==> src/rtl/serial_adder_pkg.sv <==
// serial_adder_pkg: shared types and helpers for the digit-serial add/subtract unit.
// Contents: state_t FSM encoding, cnt_width() digit-counter sizing helper.
// Imported by serial_adder.
package serial_adder_pkg;

  typedef enum logic [1:0] {
    IDLE = 2'd0,
    RUN  = 2'd1,
    DONE = 2'd2
  } state_t;

  // Digit counter must be at least one bit wide, even when a single digit
  // covers the whole word.
  function automatic int cnt_width(input int n);
    return (n <= 1) ? 1 : $clog2(n);
  endfunction

endpackage

==> src/rtl/digit_adder.sv <==
// digit_adder: combinational DIGIT-bit ripple-carry adder slice.
// Ports: x, y operand digits; ci carry in; s digit sum; co carry out of top bit;
//        cMsb carry into the top bit (used for signed-overflow detection).
module digit_adder #(
  parameter int DIGIT = 4
) (
  input  logic [DIGIT-1:0] x,
  input  logic [DIGIT-1:0] y,
  input  logic             ci,
  output logic [DIGIT-1:0] s,
  output logic             co,
  output logic             cMsb
);

  logic [DIGIT:0] c;

  always_comb begin
    c    = '0;
    s    = '0;
    c[0] = ci;
    for (int i = 0; i < DIGIT; i++) begin
      s[i]   = x[i] ^ y[i] ^ c[i];
      c[i+1] = (x[i] & y[i]) | (c[i] & (x[i] ^ y[i]));
    end
  end

  assign co   = c[DIGIT];
  assign cMsb = c[DIGIT-1];

endmodule

==> src/rtl/serial_adder.sv <==
// serial_adder: WIDTH-bit add/subtract, DIGIT bits per cycle, LSB digit first.
// Latency: outValid rises WIDTH/DIGIT cycles after the accepting edge.
// Backpressure: result held in DONE until outReady; inReady only in IDLE.
// Ports: clk, rstN (async active-low); inValid/inReady, a, b, cIn, sub operand side;
//        outValid/outReady, sum, cOut result side; busy = RUN or DONE.
// Optional: define SERIAL_ADDER_OVF_EN to add output ovf (signed overflow flag).
module serial_adder
  import serial_adder_pkg::*;
#(
  parameter int WIDTH = 16,
  parameter int DIGIT = 4
) (
  input  logic             clk,
  input  logic             rstN,
  input  logic             inValid,
  output logic             inReady,
  input  logic [WIDTH-1:0] a,
  input  logic [WIDTH-1:0] b,
  input  logic             cIn,
  input  logic             sub,
  output logic             outValid,
  input  logic             outReady,
  output logic [WIDTH-1:0] sum,
  output logic             cOut,
  output logic             busy
`ifdef SERIAL_ADDER_OVF_EN
  ,
  output logic             ovf
`endif
);

  localparam int N  = WIDTH / DIGIT;
  localparam int CW = cnt_width(N);

  if (WIDTH < 1 || DIGIT < 1 || (WIDTH % DIGIT) != 0) begin : g_param_check
    $error("serial_adder: DIGIT must be >= 1 and divide WIDTH exactly");
  end

  state_t          state, state_nxt;
  logic [CW-1:0]   cnt;
  logic [WIDTH-1:0] a_reg, b_reg, res_reg, res_nxt;
  logic            carry;
  logic            cout_reg;
  logic            accept;
  logic            last;

  logic [DIGIT-1:0] d_sum;
  logic             d_co;
  logic             d_cmsb;

  digit_adder #(.DIGIT(DIGIT)) u_digit (
    .x    (a_reg[DIGIT-1:0]),
    .y    (b_reg[DIGIT-1:0]),
    .ci   (carry),
    .s    (d_sum),
    .co   (d_co),
    .cMsb (d_cmsb)
  );

  assign accept = inValid && (state == IDLE);
  assign last   = (cnt == CW'(N - 1));
  // New digit enters at the MSB end; after N shifts the word is in place.
  assign res_nxt = WIDTH'({d_sum, res_reg} >> DIGIT);

  always_ff @(posedge clk or negedge rstN) begin
    if (!rstN) begin
      state <= IDLE;
    end else begin
      state <= state_nxt;
    end
  end

  always_comb begin
    state_nxt = state;
    case (state)
      IDLE:    if (accept)   state_nxt = RUN;
      RUN:     if (last)     state_nxt = DONE;
      DONE:    if (outReady) state_nxt = IDLE;
      default:               state_nxt = IDLE;
    endcase
  end

  always_ff @(posedge clk or negedge rstN) begin
    if (!rstN) begin
      a_reg    <= '0;
      b_reg    <= '0;
      res_reg  <= '0;
      carry    <= 1'b0;
      cout_reg <= 1'b0;
      cnt      <= '0;
    end else begin
      case (state)
        IDLE: begin
          if (accept) begin
            // Subtract as a + ~b + ~borrow_in.
            a_reg <= a;
            b_reg <= sub ? ~b : b;
            carry <= cIn ^ sub;
            cnt   <= '0;
          end
        end
        RUN: begin
          a_reg   <= a_reg >> DIGIT;
          b_reg   <= b_reg >> DIGIT;
          carry   <= d_co;
          res_reg <= res_nxt;
          cnt     <= cnt + CW'(1);
          if (last) cout_reg <= d_co;
        end
        default: ;
      endcase
    end
  end

`ifdef SERIAL_ADDER_OVF_EN
  logic ovf_reg;
  always_ff @(posedge clk or negedge rstN) begin
    if (!rstN) begin
      ovf_reg <= 1'b0;
    end else if (state == RUN && last) begin
      ovf_reg <= d_cmsb ^ d_co;
    end
  end
  assign ovf = ovf_reg;
`else
  logic cmsb_unused;
  assign cmsb_unused = d_cmsb;
`endif

  assign inReady  = (state == IDLE);
  assign outValid = (state == DONE);
  assign busy     = (state != IDLE);
  assign sum      = res_reg;
  assign cOut     = cout_reg;

endmodule
==> config.mk <==
export PLATFORM = sky130hd
export DESIGN_NAME = serial_adder
export DESIGN_NICKNAME = d
export VERILOG_FILES = /design/src/rtl/serial_adder_pkg.sv /design/src/rtl/digit_adder.sv /design/src/rtl/serial_adder.sv
export SDC_FILE = /design/constraint.sdc
export NUM_CORES = 1
export LEC_CHECK = 0
export ABC_AREA = 0
export BUFFER_PORTS_ARGS = -buffer_cell sky130_fd_sc_hd__buf_4
export CAP_MARGIN = 20
export CORE_MARGIN = 8
export CORE_UTILIZATION = 45
export DETAILED_ROUTE_END_ITERATION = 7
export PLACE_DENSITY = 0.69
export SYNTH_ARGS = -nofsm -noshare
export SYNTH_HDL_FRONTEND = slang
export SYNTH_SLANG_ARGS = --single-unit
==> constraint.sdc <==
create_clock -name clk -period 2.5 [get_ports clk]
set_input_delay 0.5 -clock clk [delete_from_list [all_inputs] [get_ports clk]]
set_output_delay 0.5 -clock clk [all_outputs]
set_load 0.1 [all_outputs]
Word level (Yosys, flattened, before mapping)

Index checks and enable logic that the tools add are counted.

Add/subtract/negate cells: 1
Equal/unequal tests: 6
Reduce and logical (&&, ||, !) cells: 7
Muxes and demuxes: 13
Bitwise logic cells: 22

Operators with widths:

| operator            | number |
|---|---|
| $pmux 16 s2         | 2 |
| $mux 16             | 3 |
| $not 16->16         | 1 |
| $xor 1x1->1         | 9 |
| $and 1x1->1         | 8 |
| $mux 2              | 4 |
| $pmux 2 s3          | 1 |
| $eq 2x2->1 const B  | 2 |
| $ne 2x1->1 const B  | 2 |
| $or 1x1->1          | 4 |
| $pmux 2 s2          | 1 |
| $reduce_and 2->1    | 2 |
| $reduce_bool 2->1   | 2 |
| $reduce_and 3->1    | 1 |
| $add 2x1->2 const B | 1 |
| $eq 2x1->1 const B  | 1 |
| $logic_not 2->1     | 1 |
| $ne 2x2->1 const B  | 1 |
| $pmux 1 s2          | 1 |
| $logic_and 1x1->1   | 1 |
| $mux 1              | 1 |

Register bits: 54
Input port bits: 38
Word-level logic and storage cells: 56
Output and inout bits: 20

Depth between registers and ports, before layout

Gate-level depths: netlist of run 1.

Depth after elaboration: 10
Mapped depth: 8
Gate-level depth less buffers: 8

Hierarchy

Synthesis of run 1 repeated with hierarchy kept, for this count alone.

Cells, all modules: 257
Area total of the unflattened synthesis: 2562.5 sq um

By module, submodules not included:

| module       | sequential area each (sq um) | cells each | instances | area each (sq um) |
|---|---|---|---|---|
| serial_adder | 1351.3                       | 245        | 1         | 2452.4 |
| digit_adder  | 0.0                          | 12         | 1         | 110.1 |

Least setup slack after synthesis of run 1

No wires, ideal clock.

Path kind: flip-flop to output port
Start: reg state[1]
End: out busy
Slack: -829 ps
Data required time: 2000 ps
Arrival time: 2829 ps
Buffers on the path: 1
Cell stages (with the launch flop): 4
Path through: dfrtp_1 -> clkbuf_1 -> nor2_1 -> inv_1

Longest elaborated chain between the ends: 1

Ends and longest elaborated chain:

| element                | RTL line            | source |
|---|---|---|
| from (decl)            | serial_adder.sv:39  | `state_t state, state_nxt;` |
| from (signal assigned) | serial_adder.sv:69  | `state <= state_nxt;` |
| $reduce_bool 2->1      | serial_adder.sv:132 | `assign busy = (state != IDLE);` |
| to (decl)              | serial_adder.sv:25  | `output logic busy` |

Every way passes these cells.

Worst setup path in the final report of run 1

Start: reg a_reg[0]
End: reg res_reg[15] (netlist: sum[15])

Longest elaborated chain between the ends: 8
Elaborated cells between the ends (all ways): 9
Those cells by class: 9 x bitwise

Ends and longest elaborated chain:

| element                | RTL line            | source |
|---|---|---|
| from (decl)            | serial_adder.sv:41  | `logic [WIDTH-1:0] a_reg, b_reg, res_reg, res_nxt;` |
| from (signal assigned) | serial_adder.sv:103 | `a_reg <= a_reg >> DIGIT;` |
| $xor 1x1->1            | digit_adder.sv:23   | `c[i+1] = (x[i] & y[i]) \| (c[i] & (x[i] ^ y[i]));` |
| $and 1x1->1            | digit_adder.sv:23   |  |
| $or 1x1->1 (*)         | digit_adder.sv:23   |  |
| $and 1x1->1 (*)        | digit_adder.sv:23   |  |
| $or 1x1->1 (*)         | digit_adder.sv:23   |  |
| $and 1x1->1 (*)        | digit_adder.sv:23   |  |
| $or 1x1->1 (*)         | digit_adder.sv:23   |  |
| $xor 1x1->1 (*)        | digit_adder.sv:22   | `s[i] = x[i] ^ y[i] ^ c[i];` |
| to (signal assigned)   | serial_adder.sv:106 | `res_reg <= res_nxt;` |
| to (decl)              | serial_adder.sv:41  |  |

Mark *: on every way between the ends. The rest lies on a longest branch, timed or not.
A chain may end at the register's enable or synchronous reset.

==> reports/qor.csv, run 1 <==
metric;value;unit
Synth cell types;30;
# resized after CTS;0;
Net Switching;2.308;mW
CTS Hold Bufs;0;
Sw Ratio;0.5120;
arrival time worst endpoint;2.39;ns
layout cells sized above 1;0.2443;
Placement Rows;27;
die height;90.74;um
combinational family with the most area after synthesis;simple AND/OR/NAND/NOR gates;
sequential share of power;0.336;
Die X;90.74;um
clock sinks;54;
detailed-route via count;1895;
worst r2r dst;sum[15];
Vias/cell;5.000;
Synth Net Count;297;
CTS tree;built;
r2r setup slk;0.33;ns
post-synthesis adder-cell area fraction;0.03683;
register area share after synthesis;0.5376;
Final Slew Violations;0;
synthesis-to-finish area growth;23.94;%
Compound-Gate Fraction of Synth Area;0.1508;
Clock Latency Late Sink;0.30;ns
Max-Slew Margin vs Limit;0.4835;
Max Cap Viol;0;
Least-Margin Pin Slew;0.7743;ns
worst setup margin;0.3283;ns
maximum VDD drop;0.001201;V
Crit Path Category;reg2reg;
PortBufs;57;
pre-CTS WS;0.3338;ns
first-pass GRT wire length;9577;um
Syn Std Cell Area;2514;um^2
drt first pass iters;4;
crit path time final;2.172;ns
# fillers;494;
mux contribution to synthesized area;0;
Max Clock Freq;460.5;MHz
Total Routing Usage GR;0.1402;
unrepaired setup endpoints after global routing;no;
Final Hold Fails;0;
Setup violations, final;0;
P_int;2.199;mW
CP startpoint kind;flop;
hpwl dp;3871;um
WL/cell;14.17;um
YS warnings;0;
post-route DRC violation count;0;
run status;finished clean;
Crit path required time;2.72;ns
Ports;58;
postcts setup bufs;0;
Inserted Diodes;0;
Simple-Gate Fraction of Synth Area;0.1697;
Starting DRT DRC Count;102;
die area;8234;um^2
Post-Synth XOR/XNOR Area;0.05923;
DRT Wirelength;5369;um
CP Capture Type;flop;
Clock Path Buffers;2;
CTS buffer count;5;
vias in the first global route;2066;
GPL Wtd Cong;0.7549;
setup total negative slack;0;ns
pwr dens;1447;nW/um^2
Worst Hold Class;in2async;
Worst-path clk slew;0.09;ns
Syn Area/Cell;9.896;um^2
Clock power frac;0.127;
Pleak;1.488;nW
GRT overflow;0;
clk root buf;clkbuf_8;
core area;5439;um^2
starting density of the core;0.4622;
clock skew;0.006530;ns
reg-to-reg critical path startpoint;a_reg[0];
Mapped Cells;254;
Synth Register Bits;54;
Routed Antenna Nets;0;
Final Net Count;349;
initial antenna violation count;0;
period utilization;0.8687;
H-tree lvl count;2;
CP Max Fanout;2;
Comb power frac;0.537;
R2R cell count;8;
largest net degree at the start of global routing;55;
## how the worst max path moves through the flow
stage / cells after the start / slack [ns] / startpoint / end
6_report: 8 / 0.33 / a_reg[0] / sum[15]
5_1_grt: 8 / 0.21 / a_reg[0] / sum[15]
4_1_cts: 8 / 0.31 / a_reg[0] / sum[15]
3_5_place_dp: 8 / 0.33 / a_reg[0] / sum[15]
3_3_place_gp: 8 / 0.39 / a_reg[0] / sum[15]
2_1_floorplan: 3 / 0.30 / state[1] / busy
## routing by layer
| layer | vias to the layer above | global-route usage | wire [um] |
|---|---|---|---|
| met3 | 8 | 0.04323 | 303 |
| met5 | - | 0 | 0 |
| met2 | 44 | 0.2247 | 2503 |
| met4 | 0 | 0.04577 | 63 |
| li1 | 949 | - | - |
| met1 | 894 | 0.1747 | 2497 |
## cells in the final DEF, fill, tap and decap left out, drive strengths merged
cell type,instances
nand2,71
buf,63
dfrtp,54
o21ai,22
xnor2,14
a22oi,12
inv,8
nand3b,8
nor2,8
o211ai,7
clkbuf,6
a221o,5
a22o,4
fa,4
nor2b,4
nand2b,3
xor2,3
a21oi,2
or2b,1
o21bai,1
a32o,1
or3b,1
o221ai,1
and2b,1
ha,1
bufinv,1
clkinvlp,1
## worst max-delay path, stage by stage, from the launching register on
cell	delay [ns]
dfrtp_1	0.41
fa_1	0.41
inv_1	0.07
fa_1	0.15
inv_1	0.05
fa_1	0.35
inv_1	0.07
fa_1	0.40
o21ai_0	0.17
## Yosys cell counts
master,n,area [um^2]
nand2_1,71,266.5
dfrtp_1,54,1351
o21ai_0,21,105.1
xnor2_1,14,122.6
a22oi_1,12,90.09
clkbuf_1,11,41.29
inv_1,8,30.03
nand3b_1,8,60.06
nor2_1,7,26.28
o211ai_1,6,45.04
a221o_1,5,50.05
buf_2,5,25.02
a22o_1,4,35.03
fa_1,4,80.08
nor2b_1,4,25.02
nand2b_1,3,18.77
xor2_1,3,26.28
a21oi_1,2,10.01
a32o_1,1,10.01
and2b_1,1,7.510
buf_4,1,7.510
buf_6,1,11.26
ha_1,1,12.51
nor2_2,1,6.260
o211ai_2,1,12.51
o21ai_1,1,5.000
o21bai_1,1,7.510
o221ai_1,1,8.760
or2b_1,1,7.510
or3b_1,1,8.760
## power by group through the flow
stage | sequential [mW] | combinational (mW) | clock (mW)
after floorplan | 2.27 | 1.11 | 0
after global placement | 1.52 | 2.41 | 0
after detailed placement | 1.53 | 2.45 | 0
after CTS | 1.52 | 2.46 | 0.594
after global routing | 1.57 | 2.64 | 0.630
final | 1.51 | 2.42 | 0.573
## per-stage QoR
| stage | power [mW] | hold slack, ns | cell area [um^2] | utilization | std cells |
|---|---|---|---|---|---|
| global route | 4.838 | 0.2735 | 3115 | 0.5728 | 379 |
| CTS | 4.566 | 0.2466 | 3115 | 0.5728 | 379 |
| global placement | 3.926 | 0.4594 | 3005 | 0.5526 | 371 |
| detailed placement | 3.982 | 0.4706 | 3005 | 0.5526 | 371 |
| floorplan | 3.384 | 0.2044 | 2524 | - | 254 |
| finish | 4.507 | 0.2152 | 3115 | 0.5728 | 379 |
## cell type report
class	instances	area, um^2	share of cell area
tap	72	90.09	0.02892
clock buffer	6	72.57	0.02329
clock inverter	2	37.54	0.01205
timing repair buffer	63	473.0	0.1518
multi-input combinational	174	1061	0.3406
sequential	54	1351	0.4337
inverter	8	30.03	0.009639
## cells by family (layout without fill, tap and decap cells)
family	Yosys count	in the layout
AO/OA/AOI/OAI	55	55
XOR/XNOR	17	17
adder cells (fa/ha/maj)	5	5
buffers and inverters	26	79
flip-flops	54	54
AND/OR/NAND/NOR	97	97
(Power assumes the default switching activity.)
==> run 2, diff against run 1 <==
--- a/config.mk
+++ b/config.mk
@@ -8,7 +8,7 @@
 export ABC_AREA = 0
 export BUFFER_PORTS_ARGS = -buffer_cell sky130_fd_sc_hd__buf_4
 export CAP_MARGIN = 20
-export CORE_MARGIN = 8
+export CORE_MARGIN = 2
 export CORE_UTILIZATION = 45
 export DETAILED_ROUTE_END_ITERATION = 7
 export PLACE_DENSITY = 0.69
==> run 2 against run 1 <==
  * Wire length is 4.8% lower
  * Count of clock-buffer cells in the layout is 1 higher
  * Combinational power is 3% higher
  * Flip-flop and latch count stayed put
  * Cell count is 0.26% lower
  * Sequential share of layout area is 0.30 points higher
  * Register-to-register slack better by 0.02 ns
  * First-iteration DRC count is 30% higher
  * Critical path depth stayed put
  * Largest cell class unchanged
==> reports/qor.csv, run 2 (synthesized netlist as in run 1, its figures left out) <==
metric;value;unit;change
die area;6200;um^2;was 8234 um^2
Final Net Count;349;;unchanged
Vias/cell;5.124;;was 5.000
CP startpoint kind;flop;;unchanged
CTS tree;built;;unchanged
clk root buf;clkbuf_8;;unchanged
GRT overflow;0;;unchanged
Max Cap Viol;0;;unchanged
synthesis-to-finish area growth;23.10;%;was 23.94%
Clock Latency Late Sink;0.30;ns;about the same
Worst Hold Class;in2async;;unchanged
Crit path required time;2.73;ns;was 2.72 ns
Final Slew Violations;0;;unchanged
Inserted Diodes;0;;unchanged
period utilization;0.8623;;was 0.8687
WL/cell;13.52;um;was 14.17 um
Clock Path Buffers;2;;unchanged
Top cell by count, worst path;fa_1;;unchanged
crit path time final;2.156;ns;was 2.172 ns
Die X;78.74;um;was 90.74 um
reg-to-reg critical path startpoint;a_reg[0];;unchanged
largest net degree at the start of global routing;55;;unchanged
Max-Slew Margin vs Limit;0.3248;;was 0.4835
unrepaired setup endpoints after global routing;no;;unchanged
DRT Wirelength;5112;um;was 5369 um
Finished Layout Cells;378;;was 379
FF/Latch Area;1351;um^2;unchanged
run status;finished clean;;unchanged
R2R cell count;8;;unchanged
layout cells sized above 1;0.2386;;was 0.2443
CP delay by family, top;adder cells;;unchanged
Routed Antenna Nets;0;;unchanged
CP Max Fanout;2;;unchanged
CTS Hold Bufs;0;;unchanged
detailed-route via count;1937;;was 1895
H-tree lvl count;2;;unchanged
vias in the first global route;1869;;was 2066
cell with the largest stage delay on the worst path;fa_1;;was dfrtp_1
Pleak;1.480;nW;was 1.488 nW
core area;5439;um^2;unchanged
# resized after CTS;0;;unchanged
multi-input logic area;1061;um^2;unchanged
GPL Wtd Cong;0.7383;;was 0.7549
first-pass GRT wire length;8825;um;was 9577 um
clock sinks;54;;unchanged
drt first pass iters;4;;unchanged
Placement Rows;27;;unchanged
clock skew;0.003828;ns;was 0.006530 ns
Crit Path Category;reg2reg;;unchanged
most common cell after layout, fill and taps aside;nand2_1;;unchanged
initial antenna violation count;0;;unchanged
worst stage delay on the critical path;0.42;ns;was 0.41 ns
placed cell count;371;;unchanged
arrival time worst endpoint;2.38;ns;was 2.39 ns
maximum VDD drop;0.001024;V;was 0.001201 V
Starting DRT DRC Count;133;;was 102
CTS buffer count;5;;unchanged
hpwl dp;3459;um;was 3871 um
Worst-path clk slew;0.09;ns;about the same
PortBufs;57;;unchanged
starting density of the core;0.4622;;unchanged
# fillers;485;;was 494
CP Capture Type;flop;;unchanged
post-route DRC violation count;0;;unchanged
Total Routing Usage GR;0.1798;;was 0.1402
Least-Margin Pin Slew;1.011;ns;was 0.7743 ns
setup total negative slack;0;ns;unchanged
Final Hold Fails;0;;unchanged
postcts setup bufs;0;;unchanged
Max Clock Freq;463.9;MHz;was 460.5 MHz
Ports;58;;unchanged
Setup violations, final;0;;unchanged
r2r setup slk;0.34;ns;was 0.33 ns
Bufs and invs on worst path;3;;unchanged
crit-path cells;fa_1 > inv_1 > fa_1 > inv_1 > fa_1 > inv_1 > fa_1 > o21ai_0;;unchanged
pwr dens;1428;nW/um^2;was 1447 nW/um^2
die height;78.74;um;was 90.74 um
worst r2r dst;sum[15];;unchanged
most frequent cells in the layout;nand2_1 (71), buf_4 (62), dfrtp_1 (54), o21ai_0 (21), xnor2_1 (14);;was nand2_1 (71), buf_4 (63), dfrtp_1 (54), o21ai_0 (21), xnor2_1 (14)
-- run 2: area by class of cell --
cell class / instances / area share
repair buffers: 63 / 0.1569
well taps: 72 / 0.02911
multi-input cells: 174 / 0.3429
flip-flops and latches: 54 / 0.4367
clock buffers: 7 / 0.02467
inverters: 8 / 0.009705
-- run 2: how the worst max path moves through the flow --
stage                        start      end  slack [ns]  depth (start not counted)
after floorplan           state[1]     busy        0.30                          3
after global placement    a_reg[0]  sum[15]        0.41                          8
after detailed placement  a_reg[0]  sum[15]        0.36                          8
after CTS                 a_reg[0]  sum[15]        0.34                          8
after global routing      a_reg[0]  sum[15]        0.23                          8
final                     a_reg[0]  sum[15]        0.34                          8
-- run 2: per-stage QoR --
| step | setup slack (ns) | cell area (um^2) | hold slack [ns] | power (mW) | utilization |
|---|---|---|---|---|---|
| after floorplan | 0.3019 | 2524 | 0.2044 | 3.384 | - |
| after global placement | 0.4075 | 3018 | 0.4610 | 3.949 | 0.5549 |
| after detailed placement | 0.3574 | 3018 | 0.4648 | 4.003 | 0.5549 |
| after CTS | 0.3351 | 3094 | 0.2513 | 4.460 | 0.5689 |
| after global routing | 0.2257 | 3094 | 0.2779 | 4.712 | 0.5689 |
| final | 0.3443 | 3094 | 0.2330 | 4.419 | 0.5689 |
-- run 2: report_power, final --
part           leakage, nW  internal (mW)  switching [mW]  total (mW)
sequential           0.695           1.23           0.246        1.48
combinational        0.746          0.693            1.79        2.49
clock               0.0383          0.194           0.259       0.453
total                 1.48           2.12            2.30        4.42
-- run 2: metal layers --
| metal | wire length, um | vias to the layer above | share of wire | track usage |
|---|---|---|---|---|
| met4 | 63 | 0 | 0.012 | 0.05439 |
| met5 | 0 | - | 0 | 0 |
| li1 | - | 944 | - | - |
| met2 | 2432 | 61 | 0.48 | 0.2940 |
| met3 | 279 | 6 | 0.055 | 0.04432 |
| met1 | 2337 | 926 | 0.46 | 0.2373 |
